$ cat config.mk
export PLATFORM = sky130hd
export DESIGN_NAME = word_narrow_16_8
export DESIGN_NICKNAME = d
export VERILOG_FILES = /design/src/rtl/word_narrow_16_8_pkg.sv /design/src/rtl/fits_signed_8.sv /design/src/rtl/word_narrow_16_8.sv
export SDC_FILE = /design/constraint.sdc
export NUM_CORES = 1
export LEC_CHECK = 0
export ABC_AREA = 1
export CAP_MARGIN = 0
export CORE_UTILIZATION = 52
export DETAILED_ROUTE_END_ITERATION = 8
export PLACE_DENSITY = 0.83
export SYNTH_ARGS = -nofsm -noshare
export SYNTH_HDL_FRONTEND = slang
export SYNTH_SLANG_ARGS = --single-unit
$ cat constraint.sdc
create_clock -name clk -period 2.9 [get_ports clk]
set_input_delay 0.29 -clock clk [delete_from_list [all_inputs] [get_ports clk]]
set_output_delay 0.29 -clock clk [all_outputs]
set_load 0.005 [all_outputs]
$ cat src/rtl/word_narrow_16_8_pkg.sv
// Shared definitions for the word/byte narrowing and assembling blocks.
package narrow_defs;

  localparam int BYTE_W = 8;
  localparam int WORD_W = 2 * BYTE_W;

  typedef enum logic [1:0] {
    IDLE = 2'd0,
    ONE  = 2'd1,
    HI   = 2'd2,
    LO   = 2'd3
  } state_t;

endpackage

$ cat src/rtl/fits_signed_8.sv
// Flags a 16-bit word whose high byte is the sign replication of its low byte,
// i.e. a word that 8->16 sign extension would reproduce exactly.
module fits_signed_8
  import narrow_defs::*;
(
  input  logic [WORD_W-1:0] data,
  output logic              fits
);

  assign fits = (data[WORD_W-1:BYTE_W] == {BYTE_W{data[BYTE_W-1]}});

endmodule

$ cat src/rtl/word_narrow_16_8.sv
// Serializes 16-bit words onto a byte stream, sending sign-extendable words as
// a single flagged byte and all others high byte first.
//
// state | meaning
// IDLE  | no word held, out_valid low
// ONE   | sending the single compressed byte
// HI    | sending the high byte of a wide word
// LO    | sending the low byte of a wide word
module word_narrow_16_8
  import narrow_defs::*;
#(
  parameter bit FORCE_WIDE = 1'b0
) (
  input  logic              clk,
  input  logic              rst,
  input  logic              in_valid,
  output logic              in_ready,
  input  logic [WORD_W-1:0] in_data,
  output logic              out_valid,
  input  logic              out_ready,
  output logic [BYTE_W-1:0] out_data,
  output logic              out_last,
  output logic              out_fits,
  output logic [15:0]       short_cnt
);

  state_t            state;
  logic [WORD_W-1:0] word;
  logic              fits_raw;
  logic              fits;
  logic              accept;
  logic              out_hs;

  fits_signed_8 u_fits (
    .data (in_data),
    .fits (fits_raw)
  );

  assign fits = fits_raw && !FORCE_WIDE;

  // All out_* signals decode from state and word only.
  assign out_valid = (state != IDLE);
  assign out_last  = (state == ONE) || (state == LO);
  assign out_fits  = (state == ONE);

  always_comb begin
    out_data = '0;
    case (state)
      HI:      out_data = word[WORD_W-1:BYTE_W];
      ONE, LO: out_data = word[BYTE_W-1:0];
      default: out_data = '0;
    endcase
  end

  // Accepting during the final byte handshake keeps the stream bubble-free.
  assign in_ready = !rst && ((state == IDLE) || (out_ready && out_last));
  assign accept   = in_valid && in_ready;
  assign out_hs   = out_valid && out_ready;

  always_ff @(posedge clk) begin
    if (rst) begin
      state     <= IDLE;
      word      <= '0;
      short_cnt <= '0;
    end else begin
      if (out_hs && (state == ONE) && (short_cnt != 16'hFFFF))
        short_cnt <= short_cnt + 16'd1;

      if (accept) begin
        word  <= in_data;
        state <= fits ? ONE : HI;
      end else if (out_hs) begin
        case (state)
          HI:      state <= LO;
          default: state <= IDLE;
        endcase
      end
    end
  end

endmodule
==> results of run 1 <==
[per-stage QoR]
| stage | util, % | setup WS, ps |
|---|---|---|
| global placement | 68.5 | 844 |
| detailed placement | 68.5 | 794 |
| finish | 70.3 | 560 |
| floorplan | - | 1420 |
| global route | 70.3 | 427 |
| CTS | 70.3 | 569 |
[worst max path at each step]
stage                     cells past startpoint                          to  slack [ps]
after detailed placement                      5        word[7]$_SDFFE_PP0P_         790
after global placement                        5                    in_ready         840
after global routing                          5                 out_data[0]         430
after floorplan                               9  short_cnt[10]$_SDFFE_PP0P_        1420
after CTS                                     5                 out_data[7]         570
final                                         5                 out_data[7]         560
[critical path, stage by stage (launching register included)]
cell and delay, ps:
dfxtp_1 630, inv_2 100, nand2_1 130, inv_1 170
a22o_1 240, clkdlybuf4s50_1 440
[metal layers]
metal	vias to the layer above	share of wire, %
met5	-	0
met4	0	0.55
met3	2	5.0
met2	49	49
met1	784	45
li1	940	-
[cell usage after synthesis]
cell type / n / area [sq um]
clkbuf_1: 6 / 22.5
o21ai_0: 14 / 70.1
xor2_1: 4 / 35.0
inv_2: 3 / 11.3
nand4_1: 8 / 50.1
ha_1: 1 / 12.5
nor2_1: 52 / 195
nor2_4: 3 / 33.8
nand2_2: 4 / 25.0
o21ai_1: 3 / 15.0
a22o_1: 8 / 70.1
a21oi_1: 5 / 25.0
xnor2_1: 2 / 17.5
nor2_2: 5 / 31.3
a21oi_2: 9 / 78.8
dfxtp_1: 34 / 681
nand3_1: 16 / 80.1
inv_1: 15 / 56.3
nor3_1: 2 / 10.0
buf_6: 2 / 22.5
clkinv_1: 2 / 7.51
or2_2: 1 / 6.26
nand2_1: 58 / 218
o21ai_2: 1 / 8.76
nor3b_1: 1 / 7.51
or2_1: 1 / 6.26
buf_4: 1 / 7.51
[registers in the layout, summed over array words and instances, names as in the netlist]
| signal | cells |
|---|---|
| word | 16 |
| short_cnt | 16 |
| state | 2 |
[power by group through the flow]
stage / registers, W / clock network, W / logic, W
global route: 0.000510 / 0.000299 / 0.000165
detailed placement: 0.000518 / 0 / 0.000148
floorplan: 0.000512 / 0 / 0.0000838
CTS: 0.000507 / 0.000282 / 0.000149
global placement: 0.000517 / 0 / 0.000147
finish: 0.000507 / 0.000274 / 0.000148
[area by class of cell]
cell class                      count  area (sq um)
Sequential cell                    34           681
Inverter                           20          75.1
Multi-Input combinational cell    198           996
Tap cell                           46          57.6
Clock inverter                      1          5.00
Fill cell                         298           990
Clock buffer                        7          55.1
Timing Repair Buffer               48           478
[logic make-up (layout without fill, tap and decap cells)]
kind of cell | after synthesis | after routing
xor+xnor | 6 | 6
flops | 34 | 34
fa+ha+maj | 1 | 1
compound gates | 40 | 40
simple gates | 151 | 151
buf+inv | 29 | 76
==> flow_summary.ini, run 1 <==
[setup_path]
reg2reg_from = state[0]$_SDFFE_PP0P_
cp-end-kind = output port
cp.required_ps = 2610
startpoint_type = flip-flop
r2r_end = word[7]$_SDFFE_PP0P_
crit_arrival_ps = 2050
path_max_fanout = 12
reg2reg_depth = 5
critPathLaunch = state[0]$_SDFFE_PP0P_
path_class = flip-flop to output port
r2r_setup_slack_ps = 1010

[final_layout]
syn_to_final_growth_pct = 30.1
drive_gt1_share_pct = 11.0
fin_nets = 328
layout_commonest_cell = nand2_1
stdcell_count = 354
final_area_sq_um = 2350
diodes = 0
layout_common_cells = 58 x nand2_1, 52 x nor2_1, 47 x clkdlybuf4s50_1, 34 x dfxtp_1, 16 x nand3_1

[synthesis]
synthCells = 261
synth.cell_area_sq_um = 1800
synth_top_family_by_area = simple AND/OR/NAND/NOR gates
ys_ff_latch = 34
synthSimpleGateAreaFrac_pct = 36.8
synth-compound-area-share_pct = 14.8
syn_avg_cell_area_sq_um = 6.91
synthXorXnorAreaFrac_pct = 2.91
yosys_warnings = 0
synth-seq-area-share_pct = 37.7
syn-num-nets = 282
synth.distinct_cells = 27
synthMuxAreaShare_pct = 0
synth_fa_ha_area_share_pct = 0.693

[detailed_routing]
routedWlPerCell_microns = 11.4
viasPerCell = 5.01
num_vias = 1775
drtIter0Drc = 78
ant_nets = 0
dr.pass1.iters = 4
wirelength_microns = 4040
drc_errors = 0

[pwr]
p_sw_w = 0.000248
switching_share_pct = 26.6
total_power_w = 0.000930
p_seq_share_pct = 54.6
p_int_w = 0.000682
powerDensity_nw_per_um2 = 396
p_leak_nw = 0.877
pwr-share-comb_pct = 16.0
power_frac_clock_pct = 29.5
peakVddDrop_mv = 0.272

[place]
dp_cells = 346
detailed_place.area_sq_um = 2290
place_hpwl_microns = 3000
finalWeightedCongestion = 0.821
io_buffers = 47

[sta]
min_period_over_period_pct = 80.7
slew_viol_final = 0
slew_headroom_pct = 59.8
setup_violations = 0
hold_violations = 0
clock_skew_ps = 3.92
worst_pin_slew_ps = 602
period_needed_ps = 2340
rsz0062_at_grt = false
tns_ps = 0
clock.fmax_ghz = 0.427
holdWs_ps = 494

[worst_hold_path]
min_from = word[8]$_SDFFE_PP0P_
holdPathEnd = word[8]$_SDFFE_PP0P_
worstHoldPathCells = 2
hold_path.class = flip-flop to flip-flop

[job]
cap_violations = 0

[status]
outcome = complete, no violations

[cts]
tritoncts = yes
clk_pin_slew_ps = 100
numCtsBuffers = 5
post_cts_resized = 0
htreeDepth = 2
clk-insertion-delay-late_ps = 340
clockBufferDepth = 2
root_buffer = clkbuf_4
cts.sinks = 34
post_cts_buffers = 0
postCtsHoldBufs = 0

[global_route]
grt.met1_usage_pct = 28.8
grt_use_met3_pct = 5.97
grt_use_total_pct = 23.9
grt_busiest_layer = met2
grt_pass1_wl_microns = 6530
antenna_found_initial = 0
grt_max_degree = 24
use_met2_pct = 40.3
grt_pass1_vias = 1545
grt-ovfl-total = 0

[floorplan]
dieArea_sq_um = 3710
chipHeight_microns = 60.9
boundaryPins = 48
die_w_microns = 60.9
core.rowCount = 21
core_sq_um = 3340
start_util_pct = 54.1
No activity file was read; power rests on OpenSTA's default activity.
==> run 2, diff against run 1 <==
Settings changed: CORE_UTILIZATION 52 to 48, PLACE_DENSITY 0.83 to 0.77.
Clock period 2.9 ns to 2.2 ns, I/O delays scaled along.
==> flow_summary.ini, run 2 (synthesis gave the netlist of run 1 again) <==
[global_route]
grt_pass1_wl_microns = 6840
grt_max_degree = 23
grt_use_total_pct = 22.0
antenna_found_initial = 0
grt-ovfl-total = 0
grt_pass1_vias = 1564

[pwr]
power_frac_clock_pct = 39.1
p_int_w = 0.00109
p_leak_nw = 0.909
switching_share_pct = 23.8
p_seq_share_pct = 46.5
pwr-share-comb_pct = 14.3
powerDensity_nw_per_um2 = 591
p_sw_w = 0.000340
peakVddDrop_mv = 0.420

[setup_path]
crit_arrival_ps = 1760
cp.required_ps = 1980
path_max_fanout = 8
max_stage_delay_ps = 510
cp-end-kind = output port
crit_family = buffers and inverters
reg2reg_from = short_cnt[0]$_SDFFE_PP0P_
critPathLaunch = state[1]$_SDFFE_PP0P_
worstPathCellList = nand2_1 > inv_1 > a22o_1 > clkdlybuf4s50_1
path_class = flip-flop to output port
startpoint_type = flip-flop
critPathSlowestCell = clkdlybuf4s50_1
cp_num_buf_inv = 2

[job]
cap_violations = 0

[cts]
tritoncts = yes
post_cts_buffers = 0
root_buffer = clkbuf_8
numCtsBuffers = 5
post_cts_resized = 0
htreeDepth = 2
clk-insertion-delay-late_ps = 290
cts.sinks = 34
postCtsHoldBufs = 0
clockBufferDepth = 2
clk_pin_slew_ps = 70

[place]
place_ws_ps = 389
io_buffers = 47
place_hpwl_microns = 2910
finalWeightedCongestion = 0.777

[sta]
period_needed_ps = 1980
clock.fmax_ghz = 0.504
setup_violations = 0
slew_viol_final = 0
worst_pin_slew_ps = 489
clock_skew_ps = 10.8
hold_violations = 0
rsz0062_at_grt = false
slew_headroom_pct = 67.4
fin_ws_ps = 217
holdWs_ps = 490
tns_ps = 0
min_period_over_period_pct = 90.1

[final_layout]
layout_commonest_cell = nand2_1
layout_common_cells = 58 x nand2_1, 52 x nor2_1, 47 x clkdlybuf4s50_1, 34 x dfxtp_1, 16 x nand3_1
final_util_pct = 69.7
fin_nets = 331
drive_gt1_share_pct = 11.6
fillers = 316
diodes = 0
top_regs = short_cnt (16), word (16), state (2)
syn_to_final_growth_pct = 33.9

[detailed_routing]
dr.pass1.iters = 5
routedWlPerCell_microns = 11.3
num_vias = 1797
drc_errors = 0
viasPerCell = 5.03
drtIter0Drc = 100
wirelength_microns = 4040
ant_nets = 0

[status]
outcome = complete, no violations

[floorplan]
boundaryPins = 48
die_w_microns = 63.3
core.rowCount = 21
dieArea_sq_um = 4010
chipHeight_microns = 63.3
core_sq_um = 3470
start_util_pct = 52.0

[worst_hold_path]
min_from = word[13]$_SDFFE_PP0P_
hold_path.class = flip-flop to flip-flop
==> run 2: metrics by stage <==
stage / cells / power [W] / cell area (sq um)
global placement: 349 / 0.000881 / 2310
global route: 357 / 0.00150 / 2420
detailed placement: 349 / 0.000883 / 2310
finish: 357 / 0.00143 / 2420
CTS: 357 / 0.00144 / 2420
floorplan: 261 / 0.000785 / 1800
==> run 2: final cells by class <==
class / count / area [sq um] / share of cell area, %
sequential: 34 / 681 / 28.2
inverter: 20 / 75.1 / 3.11
tap: 46 / 57.6 / 2.38
clock buffer: 7 / 76.3 / 3.16
timing repair buffer: 51 / 500 / 20.7
multi-input combinational: 198 / 996 / 41.2
clock inverter: 1 / 30.0 / 1.24
==> run 2: path summary, 6_finish.rpt <==
kind,slack [ps],to,cells after the start
max,220,out_data[0],4
min,490,word[13]$_SDFFE_PP0P_,2
max reg2reg,420,short_cnt[2]$_SDFFE_PP0P_,7
min reg2reg,490,word[13]$_SDFFE_PP0P_,2
==> run 2: metal layers <==
layer,GRT usage [%],up-vias,part of all wire (%)
met5,0,-,0
met1,26.6,805,47
li1,-,944,-
met3,5.98,6,4.7
met2,35.6,42,46
met4,11.1,0,1.8
==> run 2: power by group through the flow <==
| stage | registers [W] | logic, W | clock network [W] |
|---|---|---|---|
| after floorplan | 0.000674 | 0.000110 | 0 |
| after global placement | 0.000677 | 0.000204 | 0 |
| after detailed placement | 0.000678 | 0.000204 | 0 |
| after CTS | 0.000665 | 0.000205 | 0.000570 |
| after global routing | 0.000668 | 0.000228 | 0.000602 |
| final | 0.000665 | 0.000205 | 0.000559 |
==> run 2: worst register-to-register path: cells and delay by family, from the launching register on <==
kind,cells,cell delay [ps]
AOI/OAI and AO/OA,2,600
and+or+nand+nor,4,490
DFF,1,410
adders and majority gates,1,230
